File: config.mk
export PLATFORM = sky130hd
export DESIGN_NAME = fpu_host_master
export DESIGN_NICKNAME = d
export VERILOG_FILES = /design/src/rtl/fpu_host_pkg.sv /design/src/rtl/fpu_host_wdog.sv /design/src/rtl/fpu_host_master.sv
export SDC_FILE = /design/constraint.sdc
export NUM_CORES = 1
export LEC_CHECK = 0
export BUFFER_PORTS_ARGS = -buffer_cell sky130_fd_sc_hd__buf_2
export CAP_MARGIN = 20
export CORE_ASPECT_RATIO = 0.6
export CORE_UTILIZATION = 52
export CTS_CLUSTER_SIZE = 28
export DETAILED_ROUTE_END_ITERATION = 16
export PLACE_DENSITY = 0.84
export SYNTH_ARGS = -nofsm -noshare
export SYNTH_HDL_FRONTEND = slang
export SYNTH_SLANG_ARGS = --single-unit
File: constraint.sdc
create_clock -name CLK -period 6.1 [get_ports CLK]
set_clock_uncertainty 0.2 [all_clocks]
set_input_delay 1.525 -clock CLK [delete_from_list [all_inputs] [get_ports CLK]]
set_output_delay 1.525 -clock CLK [all_outputs]
set_load 0.005 [all_outputs]
File: src/rtl/fpu_host_pkg.sv
// Shared types and constants for the FPU host-side bus master.
package fpu_host_pkg;

    localparam int unsigned DATA_W = 32;
    localparam int unsigned HALF_W = 16;
    localparam int unsigned EXC_W  = 3;

    localparam logic OPT_ADD = 1'b0;
    localparam logic OPT_MUL = 1'b1;

    typedef enum logic [2:0] {
        StIdle,
        StWaitFree,
        StSendA,
        StSendB,
        StWaitRes,
        StRxHi,
        StRxLo,
        StResp
    } fpu_host_state_e;

endpackage

File: src/rtl/fpu_host_wdog.sv
// Per-phase watchdog for fpu_host_master; only instantiated with FPU_HOST_TIMEOUT_EN.
module fpu_host_wdog #(
    parameter int unsigned Cycles = 1024
) (
    input  logic CLK,
    input  logic RST,
    input  logic clr,
    input  logic en,
    output logic expire
);

    localparam int unsigned CntW = (Cycles > 2) ? $clog2(Cycles) : 1;

    logic [CntW-1:0] cnt_q;

    // clr marks the first cycle of a phase, so that cycle is already spent on load.
    always_ff @(posedge CLK or posedge RST) begin
        if (RST) begin
            cnt_q <= '0;
        end else if (clr) begin
            cnt_q <= CntW'(Cycles - 2);
        end else if (en && (cnt_q != '0)) begin
            cnt_q <= cnt_q - CntW'(1);
        end
    end

    assign expire = en && !clr && (cnt_q == '0);

endmodule

File: src/rtl/fpu_host_master.sv
// Host initiator for the FPU command/result bus, one operation outstanding.
// Define FPU_HOST_TIMEOUT_EN to add the per-phase watchdog abort (res_err).
module fpu_host_master
    import fpu_host_pkg::*;
#(
    parameter int unsigned TIMEOUT_CYCLES = 1024
) (
    input  logic              CLK,
    input  logic              RST,
    input  logic              cmd_valid,
    output logic              cmd_ready,
    input  logic              cmd_opt,
    input  logic [2:0]        cmd_mode,
    input  logic [DATA_W-1:0] cmd_a,
    input  logic [DATA_W-1:0] cmd_b,
    output logic              res_valid,
    input  logic              res_ready,
    output logic [DATA_W-1:0] res_data,
    output logic [EXC_W-1:0]  res_exc,
    output logic              res_opt,
    output logic              res_err,
    output logic              CS,
    output logic              DIV,
    output logic [DATA_W-1:0] DIN,
    output logic              OPT,
    output logic [2:0]        MODE,
    output logic              DOA,
    input  logic              DACK,
    input  logic              DR,
    input  logic              DOV,
    input  logic              ABUSY,
    input  logic              MBUSY,
    input  logic [HALF_W-1:0] DOUT,
    input  logic [EXC_W-1:0]  EXC
);

    fpu_host_state_e   state_q;
    logic [DATA_W-1:0] a_q, b_q;
    logic              wd_clr;
    logic              wd_expire;

    always_ff @(posedge CLK or posedge RST) begin
        if (RST) begin
            state_q   <= StIdle;
            a_q       <= '0;
            b_q       <= '0;
            wd_clr    <= 1'b0;
            cmd_ready <= 1'b0;
            res_valid <= 1'b0;
            res_data  <= '0;
            res_exc   <= '0;
            res_opt   <= 1'b0;
            res_err   <= 1'b0;
            CS        <= 1'b0;
            DIV       <= 1'b0;
            DIN       <= '0;
            OPT       <= 1'b0;
            MODE      <= '0;
            DOA       <= 1'b0;
        end else begin
            wd_clr <= 1'b0;
            if (wd_expire) begin
                CS        <= 1'b0;
                DIV       <= 1'b0;
                DOA       <= 1'b0;
                res_valid <= 1'b1;
                res_err   <= 1'b1;
                res_data  <= '0;
                res_exc   <= '0;
                res_opt   <= OPT;
                wd_clr    <= 1'b1;
                state_q   <= StResp;
            end else begin
                case (state_q)
                    StIdle: begin
                        cmd_ready <= 1'b1;
                        if (cmd_valid && cmd_ready) begin
                            a_q       <= cmd_a;
                            b_q       <= cmd_b;
                            OPT       <= cmd_opt;
                            MODE      <= cmd_mode;
                            CS        <= 1'b1;
                            cmd_ready <= 1'b0;
                            wd_clr    <= 1'b1;
                            state_q   <= StWaitFree;
                        end
                    end
                    StWaitFree: begin
                        if (!((OPT == OPT_MUL) ? MBUSY : ABUSY)) begin
                            DIV     <= 1'b1;
                            DIN     <= a_q;
                            wd_clr  <= 1'b1;
                            state_q <= StSendA;
                        end
                    end
                    StSendA: begin
                        DIN     <= b_q;
                        wd_clr  <= 1'b1;
                        state_q <= StSendB;
                    end
                    StSendB: begin
                        if (DACK) begin
                            DIV     <= 1'b0;
                            wd_clr  <= 1'b1;
                            state_q <= StWaitRes;
                        end
                    end
                    StWaitRes: begin
                        if (DOV) begin
                            res_data[DATA_W-1:HALF_W] <= DOUT;
                            DOA     <= 1'b1;
                            wd_clr  <= 1'b1;
                            state_q <= StRxHi;
                        end
                    end
                    // RX_LO is never entered; treated as RX_HI for safety.
                    StRxHi, StRxLo: begin
                        DOA    <= 1'b0;
                        wd_clr <= 1'b1;
                        if (DOV) begin
                            res_data[HALF_W-1:0] <= DOUT;
                            res_exc   <= EXC;
                            res_opt   <= OPT;
                            res_err   <= 1'b0;
                            res_valid <= 1'b1;
                            CS        <= 1'b0;
                            state_q   <= StResp;
                        end else begin
                            res_data[DATA_W-1:HALF_W] <= '0;
                            state_q <= StWaitRes;
                        end
                    end
                    StResp: begin
                        if (res_ready) begin
                            res_valid <= 1'b0;
                            res_err   <= 1'b0;
                            cmd_ready <= 1'b1;
                            wd_clr    <= 1'b1;
                            state_q   <= StIdle;
                        end
                    end
                    default: state_q <= StIdle;
                endcase
            end
        end
    end

`ifdef FPU_HOST_TIMEOUT_EN
    logic wd_en;
    assign wd_en = (state_q == StWaitFree) || (state_q == StSendB) || (state_q == StWaitRes);

    fpu_host_wdog #(
        .Cycles(TIMEOUT_CYCLES)
    ) u_wdog (
        .CLK   (CLK),
        .RST   (RST),
        .clr   (wd_clr),
        .en    (wd_en),
        .expire(wd_expire)
    );

    logic unused_dr;
    assign unused_dr = DR;
`else
    assign wd_expire = 1'b0;

    logic unused_sig;
    assign unused_sig = ^{DR, wd_clr, TIMEOUT_CYCLES[0]};
`endif

endmodule

==> flow_summary.json <==
{
  "synth_edf_count": 0,
  "clk_pin_slew_ns": 0.06,
  "finalSetupTns_ns": 0,
  "syn_to_final_growth_pct": 27.14,
  "io_pins": 174,
  "multi_input_area_sq_mm": 0.002202,
  "synth_area_sq_mm": 0.005952,
  "numCtsBuffers": 17,
  "max-cap-violations": 0,
  "critical_path_class": "input port to flop",
  "drt_wl_total_microns": 12640,
  "place_congestion": 0.7530,
  "synth.distinct_cells": 38,
  "cts_root_buf": "clkbuf_16",
  "fin_crit_ns": 3.295,
  "layout_commonest_cell": "buf_2",
  "clockBufferDepth": 2,
  "wl_met2_microns": 5855,
  "port_buffers": 171,
  "wire_per_inst_microns": 17.76,
  "final_antenna_net_count": 0,
  "synth-compound-area-share_pct": 4.457,
  "die_width_microns": 140.1,
  "cp-end-kind": "flop",
  "antenna_found_initial": 0,
  "clock-sinks": 144,
  "run_status": "finished, final reports clean",
  "synth_top_family_by_area": "multiplexers",
  "synth-main-ff-cell": "dfrtp_1",
  "syn-instance-count": 386,
  "muxShareOfSynthArea_pct": 29.11,
  "pre_cts_ws_ns": 2.337,
  "drcViolationCount": 0,
  "synth-simple-area-share_pct": 2.859,
  "coreArea_sq_mm": 0.01085,
  "max_freq_mhz": 303.5,
  "n_antenna_cell": 0,
  "avgSynthCellArea_sq_um": 15.42,
  "track_usage_pct": 23.23,
  "die_y_microns": 84.87,
  "drt-met1-wl_microns": 5838,
  "ys_seq_area_share_pct": 60.54,
  "critPathMaxFanout": 17,
  "cts_tree": "yes",
  "synthXorXnorAreaFrac_pct": 0.2943,
  "ys_ff_latch": 144,
  "worst_slew_pin_slew_ns": 0.9259,
  "initial_utilization_pct": 54.86,
  "grt_pass1_wl_microns": 21150,
  "cts_htree_levels": 4,
  "hpwl_microns": 8369,
  "dr_wl_met3_microns": 830,
  "seq_area_sq_mm": 0.003603,
  "start_kind": "input port",
  "drtIter0Drc": 253,
  "dr.pass1.iters": 6,
  "arrival_ns": 3.38,
  "row_count": 29,
  "hold_class": "flop to flop",
  "layout-drive-gt1-share_pct": 57.59,
  "finalHoldViolations": 0,
  "highest_layer": "met4",
  "setup_viol": 0,
  "post_cts_buffers": 0,
  "routed_via_density": 5.357,
  "fin_crit_sh_pct": 54.02,
  "insertion_delay_ns": 0.40,
  "ctsResizeCount": 0,
  "grt_max_degree": 107,
  "nets": 656,
  "relSlewSlack_pct": 38.28,
  "synthArstFlopShare_pct": 100.0,
  "cts_hold_buf": 0,
  "p_leak_uw": 0.003628,
  "layout_setup_ws_ns": 2.805,
  "vias": 3814,
  "yosys.area_share.adder_pct": 0,
  "critPathRequiredTime_ns": 6.18,
  "nFillCells": 757,
  "dieArea_sq_mm": 0.01189,
  "rsz0062_at_grt": "no",
  "synthesis.nets": 482,
  "final_cell_mix": "171 x buf_2, 144 x dfrtp_1, 114 x mux2_2",
  "maxSlewViolCount": 0,
  "powerDensity_mw_per_mm2": 549.7,
  "overflow": 0,
  "grt_pass1_vias": 4137,
  "yosys_warnings": 0,
  "vdd_drop_max_mv": 0.2688
}
[registers in the layout, summed over array words and instances (netlist names)]
| register | count |
|---|---|
| CS | 1 |
| DIN | 32 |
| DIV | 1 |
| DOA | 1 |
| MODE | 3 |
| OPT | 1 |
| a_q | 32 |
| b_q | 32 |
| cmd_ready | 1 |
| res_data | 32 |
| res_exc | 3 |
| res_opt | 1 |
| res_valid | 1 |
| state_q | 3 |
[routing by layer]
metal	track usage, %	vias up
met5	0	-
met4	7.093	0
met3	7.280	15
met2	36.27	135
met1	31.43	1905
li1	-	1759
[layout make-up]
cell class,count,area share [%]
Clock buffer,20,6.167
Clock inverter,12,2.381
Inverter,1,0.1157
Multi-Input combinational cell,218,29.10
Sequential cell,144,47.62
Tap cell,139,2.298
Timing Repair Buffer,178,12.32
[kinds of logic after synthesis]
family / Yosys count
AO/OA/AOI/OAI: 34
XOR/XNOR: 2
buffers and inverters: 24
flip-flops: 144
multiplexers: 154
other: 1
AND/OR/NAND/NOR: 27
[worst max-delay path, stage by stage]
cell and delay [ns]:
buf_2 0.10, mux2i_1 0.24, nand3b_1 0.18, a21oi_4 0.57, buf_4 0.37, mux2_2 0.38
[worst paths after layout]
path	endpoint	from	cells after the start	slack (ns)
max	DIN[21]	MBUSY	6	2.80
min	b_q[16]	b_q[16]	1	0.29
max reg2reg	DIN[21]	state_q[0]	4	3.41
min reg2reg	b_q[16]	b_q[16]	1	0.29
max in group asynchronous	a_q[20]	RST	3	3.54
min in group asynchronous	MODE[1]	RST	2	1.12
[synthesized netlist by cell type, drive strengths merged, types with 2 or more instances]
library cell,n,area [sq um]
mux2,153,1723
dfrtp,144,3603
buf,22,151.4
a22o,17,148.9
nand2,6,22.52
o21ai,6,30.03
nand2b,5,31.28
nor2,4,17.52
a21oi,2,13.76
nand3,2,10.01
nand3b,2,15.01
nor2b,2,12.51
nor3,2,15.01
[per-stage QoR]
stage	std cells	total power [uW]	hold WS (ns)	utilization, %	instance area (sq um)
finish	712	4160	0.2853	69.75	7567
global placement	678	2946	0.2638	63.43	6882
floorplan	386	2566	0.2541	-	5952
CTS	710	4194	0.2898	69.39	7528
detailed placement	678	3047	0.2758	63.43	6882
global route	712	4419	0.3085	69.75	7567
[power breakdown]
| group | internal [uW] | switching (uW) |
|---|---|---|
| combinational | 788 | 532 |
| clock | 720 | 396 |
| sequential | 1430 | 291 |
Note: power is estimated with default switching activity, not from simulation.
